--- src/rtl/coin_credit_unit_if.sv ---
// Key/vend/change signal bundle between the coin credit unit and its neighbours.
// master drives keys and vend_ack; slave is the credit unit itself.
interface coin_credit_unit_if #(
    parameter int CREDIT_W = 8
);
    logic [3:0]          key_in;
    logic                vend_ack;
    logic [CREDIT_W-1:0] credit;
    logic                vend_req;
    logic [CREDIT_W-1:0] change;
    logic                change_valid;
    logic                coin_reject;
    logic                short_credit;

    modport master (
        output key_in, vend_ack,
        input  credit, vend_req, change, change_valid, coin_reject, short_credit
    );

    modport slave (
        input  key_in, vend_ack,
        output credit, vend_req, change, change_valid, coin_reject, short_credit
    );
endinterface

--- src/rtl/coin_credit_unit.sv ---
// Coin credit accumulator: key rising edges -> coin/select events, vend req/ack, change return.
// Latency: outputs registered, one edge after the key sample; optional refund-on-select via CREDIT_CANCEL_EN.
// Backpressure: vend_req is held until vend_ack; coins arriving while vending are refused.
module coin_credit_unit #(
    parameter int PRICE      = 50,
    parameter int MAX_CREDIT = 200,
    parameter int CREDIT_W   = 8
) (
    input logic               clk,
    input logic               reset,
    coin_credit_unit_if.slave bus
);

    typedef enum logic [1:0] {IDLE, ACCUM, VEND, CHANGE} state_t;

    localparam logic [CREDIT_W:0]   MAX_W   = (CREDIT_W+1)'(MAX_CREDIT);
    localparam logic [CREDIT_W-1:0] PRICE_W = CREDIT_W'(PRICE);

    state_t              state, state_nxt;
    logic [3:0]          key_q;
    logic [3:0]          rise;
    logic                multi_coin;
    logic                any_coin;
    logic [CREDIT_W:0]   coin_val;
    logic [CREDIT_W:0]   sum;

    logic [CREDIT_W-1:0] credit_r, credit_nxt;
    logic [CREDIT_W-1:0] change_r, change_nxt;
    logic                vend_req_r;
    logic                change_valid_r;
    logic                reject_r, reject_nxt;
    logic                short_r, short_nxt;

    assign rise       = bus.key_in & ~key_q;
    assign any_coin   = |rise[2:0];
    assign multi_coin = (rise[0] & rise[1]) | (rise[0] & rise[2]) | (rise[1] & rise[2]);

    always_comb begin
        coin_val = '0;
        if (rise[0])      coin_val = (CREDIT_W+1)'(5);
        else if (rise[1]) coin_val = (CREDIT_W+1)'(10);
        else if (rise[2]) coin_val = (CREDIT_W+1)'(25);
    end

    // One extra bit so an over-limit sum can never wrap below MAX_CREDIT.
    assign sum = {1'b0, credit_r} + coin_val;

    always_comb begin
        state_nxt  = state;
        credit_nxt = credit_r;
        change_nxt = change_r;
        reject_nxt = 1'b0;
        short_nxt  = 1'b0;
        case (state)
            IDLE, ACCUM: begin
                if (multi_coin) begin
                    reject_nxt = 1'b1;
                end else if (any_coin) begin
                    if (sum <= MAX_W) credit_nxt = sum[CREDIT_W-1:0];
                    else              reject_nxt = 1'b1;
                end
                state_nxt = (credit_nxt == '0) ? IDLE : ACCUM;
                // Select sees the credit including any coin accepted this same cycle.
                if (rise[3]) begin
                    if (credit_nxt >= PRICE_W) begin
                        state_nxt = VEND;
                    end else begin
                        short_nxt = 1'b1;
`ifdef CREDIT_CANCEL_EN
                        if (credit_nxt != '0) begin
                            change_nxt = credit_nxt;
                            credit_nxt = '0;
                            state_nxt  = CHANGE;
                        end
`endif
                    end
                end
            end
            VEND: begin
                reject_nxt = any_coin;
                if (bus.vend_ack) begin
                    change_nxt = credit_r - PRICE_W;
                    credit_nxt = '0;
                    state_nxt  = CHANGE;
                end
            end
            CHANGE: begin
                reject_nxt = any_coin;
                state_nxt  = IDLE;
            end
            default: state_nxt = IDLE;
        endcase
    end

    // key_q resets high so keys held through reset release do not count as presses.
    always_ff @(posedge clk or negedge reset) begin
        if (!reset) begin
            state          <= IDLE;
            key_q          <= 4'b1111;
            credit_r       <= '0;
            change_r       <= '0;
            vend_req_r     <= 1'b0;
            change_valid_r <= 1'b0;
            reject_r       <= 1'b0;
            short_r        <= 1'b0;
        end else begin
            state          <= state_nxt;
            key_q          <= bus.key_in;
            credit_r       <= credit_nxt;
            change_r       <= change_nxt;
            vend_req_r     <= (state_nxt == VEND);
            change_valid_r <= (state_nxt == CHANGE);
            reject_r       <= reject_nxt;
            short_r        <= short_nxt;
        end
    end

    assign bus.credit       = credit_r;
    assign bus.change       = change_r;
    assign bus.vend_req     = vend_req_r;
    assign bus.change_valid = change_valid_r;
    assign bus.coin_reject  = reject_r;
    assign bus.short_credit = short_r;

endmodule
--- src/flat_wrapper.sv ---
// flat-port wrapper written by rule: the top's interface ports become plain ports
module coin_credit_unit_flat 
#(
    parameter int PRICE      = 50,
    parameter int MAX_CREDIT = 200,
    parameter int CREDIT_W   = 8
)
  (clk, reset, bus_key_in, bus_vend_ack, bus_credit, bus_vend_req, bus_change, bus_change_valid, bus_coin_reject, bus_short_credit);
  coin_credit_unit_if #(.CREDIT_W(CREDIT_W)) bus_i ();
  input logic clk;
  input logic reset;
  input wire logic [$bits(bus_i.key_in)-1:0] bus_key_in;
  input wire logic [$bits(bus_i.vend_ack)-1:0] bus_vend_ack;
  output wire logic [$bits(bus_i.credit)-1:0] bus_credit;
  output wire logic [$bits(bus_i.vend_req)-1:0] bus_vend_req;
  output wire logic [$bits(bus_i.change)-1:0] bus_change;
  output wire logic [$bits(bus_i.change_valid)-1:0] bus_change_valid;
  output wire logic [$bits(bus_i.coin_reject)-1:0] bus_coin_reject;
  output wire logic [$bits(bus_i.short_credit)-1:0] bus_short_credit;
  assign bus_i.key_in = bus_key_in;
  assign bus_i.vend_ack = bus_vend_ack;
  assign bus_credit = bus_i.credit;
  assign bus_vend_req = bus_i.vend_req;
  assign bus_change = bus_i.change;
  assign bus_change_valid = bus_i.change_valid;
  assign bus_coin_reject = bus_i.coin_reject;
  assign bus_short_credit = bus_i.short_credit;
  coin_credit_unit #(.PRICE(PRICE), .MAX_CREDIT(MAX_CREDIT), .CREDIT_W(CREDIT_W)) u_core (.clk(clk), .reset(reset), .bus(bus_i));
endmodule
--- config.mk ---
export PLATFORM = sky130hd
export DESIGN_NAME = coin_credit_unit_flat
export DESIGN_NICKNAME = d
export VERILOG_FILES = /design/src/rtl/coin_credit_unit_if.sv /design/src/rtl/coin_credit_unit.sv /design/src/flat_wrapper.sv
export SDC_FILE = /design/constraint.sdc
export NUM_CORES = 1
export LEC_CHECK = 0
export ABC_AREA = 1
export CELL_PAD_IN_SITES_DETAIL_PLACEMENT = 1
export CELL_PAD_IN_SITES_GLOBAL_PLACEMENT = 1
export CORE_MARGIN = 3
export CORE_UTILIZATION = 41
export DETAILED_ROUTE_END_ITERATION = 10
export HOLD_SLACK_MARGIN = 0.05
export PLACE_DENSITY_LB_ADDON = 0.08
export SLEW_MARGIN = 10
export SYNTH_ARGS = -nofsm -noshare
export SYNTH_HDL_FRONTEND = slang
export SYNTH_SLANG_ARGS = --single-unit
--- constraint.sdc ---
create_clock -name clk -period 8.2 [get_ports clk]
set_input_delay 1.64 -clock clk [delete_from_list [all_inputs] [get_ports clk]]
set_output_delay 1.64 -clock clk [all_outputs]
set_load 0.1 [all_outputs]
# == After elaboration in Yosys (flattened, before gate mapping) ==
# Index checks and enable logic that the tools add are counted.
# op_classes
magnitude_cmp,2
addsub,2
bitwise_logic,7
n_eq_ne,6
n_reduce_logical,8
muxes,21
# ops
op,count
$mux W8,5
$mux W9,2
$pmux W8 S2,1
$add A8 B9 Y9,1
$le A9 B8 Y1 const B,1
$eq A2 B2 Y1 const B,4
$ge A8 B6 Y1 const B,1
$logic_not A8 Y1,1
$sub A8 B6 Y8 const B,1
$mux W1,7
$mux W2,3
$pmux W2 S3,1
$mux W5,1
$and A4 B4 Y4,1
$not A4 Y4,1
$reduce_and A2 Y1,2
$reduce_or A2 Y1,2
$and A1 B1 Y1,3
$reduce_or A3 Y1,1
$eq A2 B1 Y1 const B,1
$logic_not A2 Y1,1
$ne A2 B2 Y1 const B,1
$or A1 B1 Y1,2
$pmux W1 S2,1
$reduce_bool A2 Y1,1
# totals
elab_cells,54
inputBits,7
regBits,26
out_inout_bits,20

# == Longest topological paths before layout ==
# logic_depth
ltp_word,17
depth_mapped,26
depth_no_buf,26

# == Worst setup path after synthesis ==
# No wires, ideal clock.
# synth_path
path_type,input to register
startpoint,in bus_key_in[1]
endpoint,reg u_core.vend_req_r (netlist: u_core.bus.vend_req)
path_buffers,0
path_stages,22
arrival_ps,3781
t_required_ps,8078
setup_ps,122
setup_slack_ps,4297
path_cell_list,inv_1 -> nor2_1 -> inv_1 -> nand2_1 -> nand2_1 -> ha_1 -> fa_1 -> nand3b_1 -> nand2_1 -> nor2_1 -> nor2_1 -> nor2_1 -> nand2_1 -> nand2_4 -> nand3_4 -> nand2_1 -> nand2_1 -> nand3_1 -> nand2_1 -> nand2_2 -> a21oi_1 -> nor2_2
# synth_between
elab_chain_cells,15
word_cells_on_any_way,21
cone_classes,1 x add/sub; 2 x order compare; 1 x eq/ne; 10 x mux; 5 x bitwise; 2 x reduce/logical
# synth_rtl
element,line,source
start: declaration,flat_wrapper.sv:12,input wire logic [$bits(bus_i.key_in)-1:0] bus_key_in;
$and A4 B4 Y4 *,coin_credit_unit.sv:34,assign rise = bus.key_in & ~key_q;
$mux W9,coin_credit_unit.sv:41,else if (rise[1]) coin_val = (CREDIT_W+1)'(10);
$mux W9,coin_credit_unit.sv:40,if (rise[0]) coin_val = (CREDIT_W+1)'(5);
$add A8 B9 Y9,coin_credit_unit.sv:46,"assign sum = {1'b0, credit_r} + coin_val;"
$le A9 B8 Y1,coin_credit_unit.sv:59,if (sum <= MAX_W) credit_nxt = sum[CREDIT_W-1:0];
$mux W8,coin_credit_unit.sv:59,
$mux W8,coin_credit_unit.sv:58,end else if (any_coin) begin
$mux W8 *,coin_credit_unit.sv:56,if (multi_coin) begin
$mux W8 *,coin_credit_unit.sv:54,case (state)
branches (longest 3 deep; another with $ge A8 B6 Y1),n/a,
$mux W2 *,coin_credit_unit.sv:64,if (rise[3]) begin
$pmux W2 S3 *,coin_credit_unit.sv:54,
$eq A2 B2 Y1 *,coin_credit_unit.sv:111,vend_req_r <= (state_nxt == VEND);
end signal: assignment,coin_credit_unit.sv:111,
end: declaration,coin_credit_unit.sv:29,logic vend_req_r;
# Every way passes the cells marked *. The select of a mux whose other input is x is not followed.
# A chain may end at the register's enable or synchronous reset.

# == Worst setup path in the final report ==
# layout_path
startpoint,in bus_key_in[2]
endpoint,reg u_core.state[1]
# layout_between
elab_chain_cells,14
word_cells_on_any_way,19
cone_classes,1 x add/sub; 2 x order compare; 10 x mux; 5 x bitwise; 1 x reduce/logical
# layout_rtl
element,line,source
$and A4 B4 Y4 *,coin_credit_unit.sv:34,
$mux W5,coin_credit_unit.sv:42,else if (rise[2]) coin_val = (CREDIT_W+1)'(25);
$mux W9,coin_credit_unit.sv:41,
$mux W9,coin_credit_unit.sv:40,
$add A8 B9 Y9,coin_credit_unit.sv:46,
$le A9 B8 Y1,coin_credit_unit.sv:59,
$mux W8,coin_credit_unit.sv:59,
$mux W8,coin_credit_unit.sv:58,
$mux W8 *,coin_credit_unit.sv:56,
$mux W8 *,coin_credit_unit.sv:54,
$ge A8 B6 Y1 *,coin_credit_unit.sv:65,if (credit_nxt >= PRICE_W) begin
$mux W2 *,coin_credit_unit.sv:65,
$mux W2 *,coin_credit_unit.sv:64,
$pmux W2 S3 *,coin_credit_unit.sv:54,
named net u_core.state_nxt[1],coin_credit_unit.sv:19,"state_t state, state_nxt;"
end signal: assignment,coin_credit_unit.sv:107,state <= state_nxt;
end: declaration,coin_credit_unit.sv:19,
# Mark *: on every way through the listed nets, which the timed path passes. The rest lies on a longest branch. The select of a mux whose other input is x is not followed.

==> load_flow_metrics.sql <==
INSERT INTO impl_metrics (metric_group, metric, value, unit) VALUES
('outcome', 'outcome', 'finished, final reports clean', ''),
('cts', 'ctsRootBufferMaster', 'sky130_fd_sc_hd__clkbuf_8', ''),
('synthesis', 'yosysWarnings', '0', ''),
('final_layout', 'finish.utilization', '53.8', '%'),
('cts', 'cts_buffer_depth', '2', ''),
('timing', 'fin_tns_setup', '0', 'ps'),
('synthesis', 'yosys.cell_types.count', '25', ''),
('grt', 'grtUsageTotal', '18.9', '%'),
('critical_path', 'timing.critical_path.cells', 'clkdlybuf4s50_1 -> inv_1 -> nor2_1 -> inv_1 -> nand2_1 -> inv_1 -> nor2_1 -> ha_1 -> nand4_1 -> nand2_1 -> a21oi_1 -> nand2_2 -> nand2_2 -> nand2_2 -> nor2_2 -> nand2_4 -> nand3_4 -> nand2_1 -> nand2_1 -> nand3_1 -> nand2_1 -> nand2_2 -> a21oi_1 -> inv_1', ''),
('synthesis', 'synth.ff_latch_count', '26', ''),
('synthesis', 'postSynth.topFlopCell', 'sky130_fd_sc_hd__dfrtp_1', ''),
('cts', 'tritoncts_clock_tree', 'yes', ''),
('final_layout', 'post_route_cells_drive_above_1_share', '13.4', '%'),
('grt', 'grt_first_pass_wirelength', '6730', 'um'),
('synthesis', 'async_s_r_ff_share_synth', '100', '%'),
('critical_path', 'worst_ep_required_time', '8360', 'ps'),
('critical_path', 'r2r_cells', '20', ''),
('critical_path', 'critical_path.endpoint_type', 'flip-flop', ''),
('grt', 'initial_antenna_violation_count', '0', ''),
('timing', 'rsz0062_at_grt', 'false', ''),
('cts', 'cts_hold_buffers', '0', ''),
('critical_path', 'rrSetupSlack', '5140', 'ps'),
('floorplan', 'die_area', '4760', 'um^2'),
('detailed_routing', 'viasPerCell', '5.05', ''),
('min_path', 'worst_hold_path_type', 'flip-flop to flip-flop', ''),
('critical_path', 'path_buf_inv', '5', ''),
('detailed_routing', 'drt_drc_violations_left', '0', ''),
('synthesis', 'synth_fp_nets', '231', ''),
('detailed_routing', 'post_drt_wl_per_cell', '14.3', 'um'),
('critical_path', 'timing.critical_path.arrival', '4640', 'ps'),
('placement', 'post-dp-hpwl', '3340', 'um'),
('min_path', 'min_delay_worst_endpoint', 'u_core.bus.change[2]', ''),
('floorplan', 'num_rows', '22', ''),
('timing', 'final.setup.worst_slack', '3720', 'ps'),
('detailed_routing', 'detailroute.via_count', '1484', ''),
('cts', 'post_cts_buffers', '0', ''),
('synthesis', 'synth_enable_flop_cells', '0', ''),
('synthesis', 'synth.yosys.seq_area_share', '40.3', '%'),
('synthesis', 'post_synth_most_frequent_cells', '59 x sky130_fd_sc_hd__nand2_1, 31 x sky130_fd_sc_hd__inv_1, 22 x sky130_fd_sc_hd__dfrtp_1, 20 x sky130_fd_sc_hd__nor2_1, 12 x sky130_fd_sc_hd__nand2_2', ''),
('critical_path', 'critPathLaunchType', 'primary input', ''),
('cts', 'clkTransAtPathRegs', '90', 'ps'),
('timing', 'clock_skew', '6.49', 'ps'),
('final_layout', 'design.final.nets', '260', ''),
('critical_path', 'rr_startpoint', 'u_core.key_q[0]', ''),
('synthesis', 'synth_largest_area_cell', 'sky130_fd_sc_hd__dfrtp_1', ''),
('critical_path', 'slowest_delay', '480', 'ps'),
('floorplan', 'chipHeight', '69.0', 'um'),
('critical_path', 'timing.critical_path.slowest_stage_cell', 'sky130_fd_sc_hd__clkdlybuf4s50_1', ''),
('cts', 'clock_tree.htree_level_count', '1', ''),
('timing', 'final-setup-viol-count', '0', ''),
('floorplan', 'coreArea', '3740', 'um^2'),
('grt', 'grt_max_degree', '27', ''),
('timing', 'hold_violations', '0', ''),
('placement', 'place_congestion', '0.834', ''),
('synthesis', 'post_synth_main_area_contributors', 'sky130_fd_sc_hd__dfrtp_1 34%, sky130_fd_sc_hd__nand2_1 14%, sky130_fd_sc_hd__inv_1 7.2%, sky130_fd_sc_hd__dfstp_2 6.5%, sky130_fd_sc_hd__nand2_2 4.6%', ''),
('grt', 'grt_overflow', '0', ''),
('cts', 'cts.sinks', '26', ''),
('cts', 'post_cts.resized_instances', '0', ''),
('critical_path', 'worst-setup-path-type', 'primary input to flip-flop', ''),
('floorplan', 'starting_density_of_the_core', '43.4', '%'),
('timing', 'post-route-period-util', '54.6', '%'),
('synthesis', 'synthesis.area_per_instance', '7.46', 'um^2'),
('placement', 'detailedPlace.worstSlack', '3440', 'ps'),
('final_layout', 'area.growth.synth_to_final', '23.8', '%'),
('min_path', 'min_from', 'u_core.bus.change[2]', ''),
('critical_path', 'worst_path_most_repeated_cell', 'sky130_fd_sc_hd__nand2_1', ''),
('timing', 'worst_slew_pin_slew', '1000', 'ps'),
('timing', 'fin_worst_hold_slack', '490', 'ps'),
('critical_path', 'path_delay_family', 'simple AND/OR/NAND/NOR gates', ''),
('min_path', 'min_path_cells', '2', ''),
('final_layout', 'insertedDiodeCount', '0', '');
metrics by stage:
stage	instance area (um^2)	std cells
after floorplan	1630	218
after global placement	1940	290
after detailed placement	1940	290
after CTS	2010	294
after global routing	2010	294
final	2010	294
cell usage in the layout (no fill, tap or decap), types with 8 or more instances in the layout:
master	n
sky130_fd_sc_hd__nand4_1	10
sky130_fd_sc_hd__o22ai_1	8
sky130_fd_sc_hd__nand2_2	12
sky130_fd_sc_hd__clkdlybuf4s50_1	26
sky130_fd_sc_hd__nand3_1	9
sky130_fd_sc_hd__inv_1	31
sky130_fd_sc_hd__dfrtp_1	22
sky130_fd_sc_hd__nand2_1	59
sky130_fd_sc_hd__o21ai_0	9
sky130_fd_sc_hd__nor2_1	20
worst register-to-register path, cell delays in order (launching register included):
cell,delay (ps)
sky130_fd_sc_hd__dfstp_2,540
sky130_fd_sc_hd__inv_2,50
sky130_fd_sc_hd__nand2_2,90
sky130_fd_sc_hd__inv_1,100
sky130_fd_sc_hd__nor2_1,210
sky130_fd_sc_hd__ha_1,270
sky130_fd_sc_hd__a21oi_1,200
sky130_fd_sc_hd__nand2_2,90
sky130_fd_sc_hd__nand3_1,90
sky130_fd_sc_hd__nand2_1,70
sky130_fd_sc_hd__xor2_1,170
sky130_fd_sc_hd__nor2_2,170
sky130_fd_sc_hd__nand2_4,120
sky130_fd_sc_hd__nand3_4,130
sky130_fd_sc_hd__nand2_1,70
sky130_fd_sc_hd__nand2_1,110
sky130_fd_sc_hd__nand3_1,90
sky130_fd_sc_hd__nand2_1,70
sky130_fd_sc_hd__nand2_2,60
sky130_fd_sc_hd__a21oi_1,190
sky130_fd_sc_hd__inv_1,60
cells by family after synthesis:
| logic type | after synthesis | synth area share [%] |
|---|---|---|
| flops | 26 | 40.3 |
| compound gates | 24 | 8.23 |
| buf+inv | 37 | 8.62 |
| xor+xnor | 5 | 2.69 |
| simple gates | 120 | 35.1 |
| fa+ha+maj | 6 | 5.08 |
flip-flops by register name (all words and copies together), names as in the netlist:
| name | flops |
|---|---|
| u_core.bus.change_valid | 1 |
| u_core.key_q | 4 |
| u_core.bus.change | 8 |
| u_core.bus.short_credit | 1 |
| u_core.bus.vend_req | 1 |
| u_core.bus.credit | 8 |
| u_core.state | 2 |
| u_core.bus.coin_reject | 1 |
per-layer routing:
metal	vias to the layer above	part of all wire [%]	global-route usage (%)
li1	751	-	-
met1	704	48	25.8
met2	27	47	32.0
met3	2	4.0	2.59
met4	0	0.45	3.16
met5	-	0	0
area by class of cell:
class,count,area [um^2]
clock buffer,3,41.3
timing repair buffer,27,268
inverter,34,128
multi-input combinational,155,831
sequential,26,656
fill,496,1730
tap,48,60.1
clock inverter,1,30.0
how the worst max path moves through the flow:
stage / from / cells past startpoint / endpoint / slack, ps
after floorplan: bus_key_in[1] / 22 / u_core.bus.vend_req / 4300
after global placement: bus_key_in[1] / 24 / u_core.bus.vend_req / 3480
after detailed placement: bus_key_in[2] / 24 / u_core.state[1] / 3440
after CTS: bus_key_in[2] / 24 / u_core.state[1] / 3730
after global routing: bus_key_in[2] / 24 / u_core.state[1] / 3430
final: bus_key_in[2] / 24 / u_core.state[1] / 3720
Power is not shown: default switching activity piles up to over one toggle a cycle in this logic, so the estimate is an artifact.
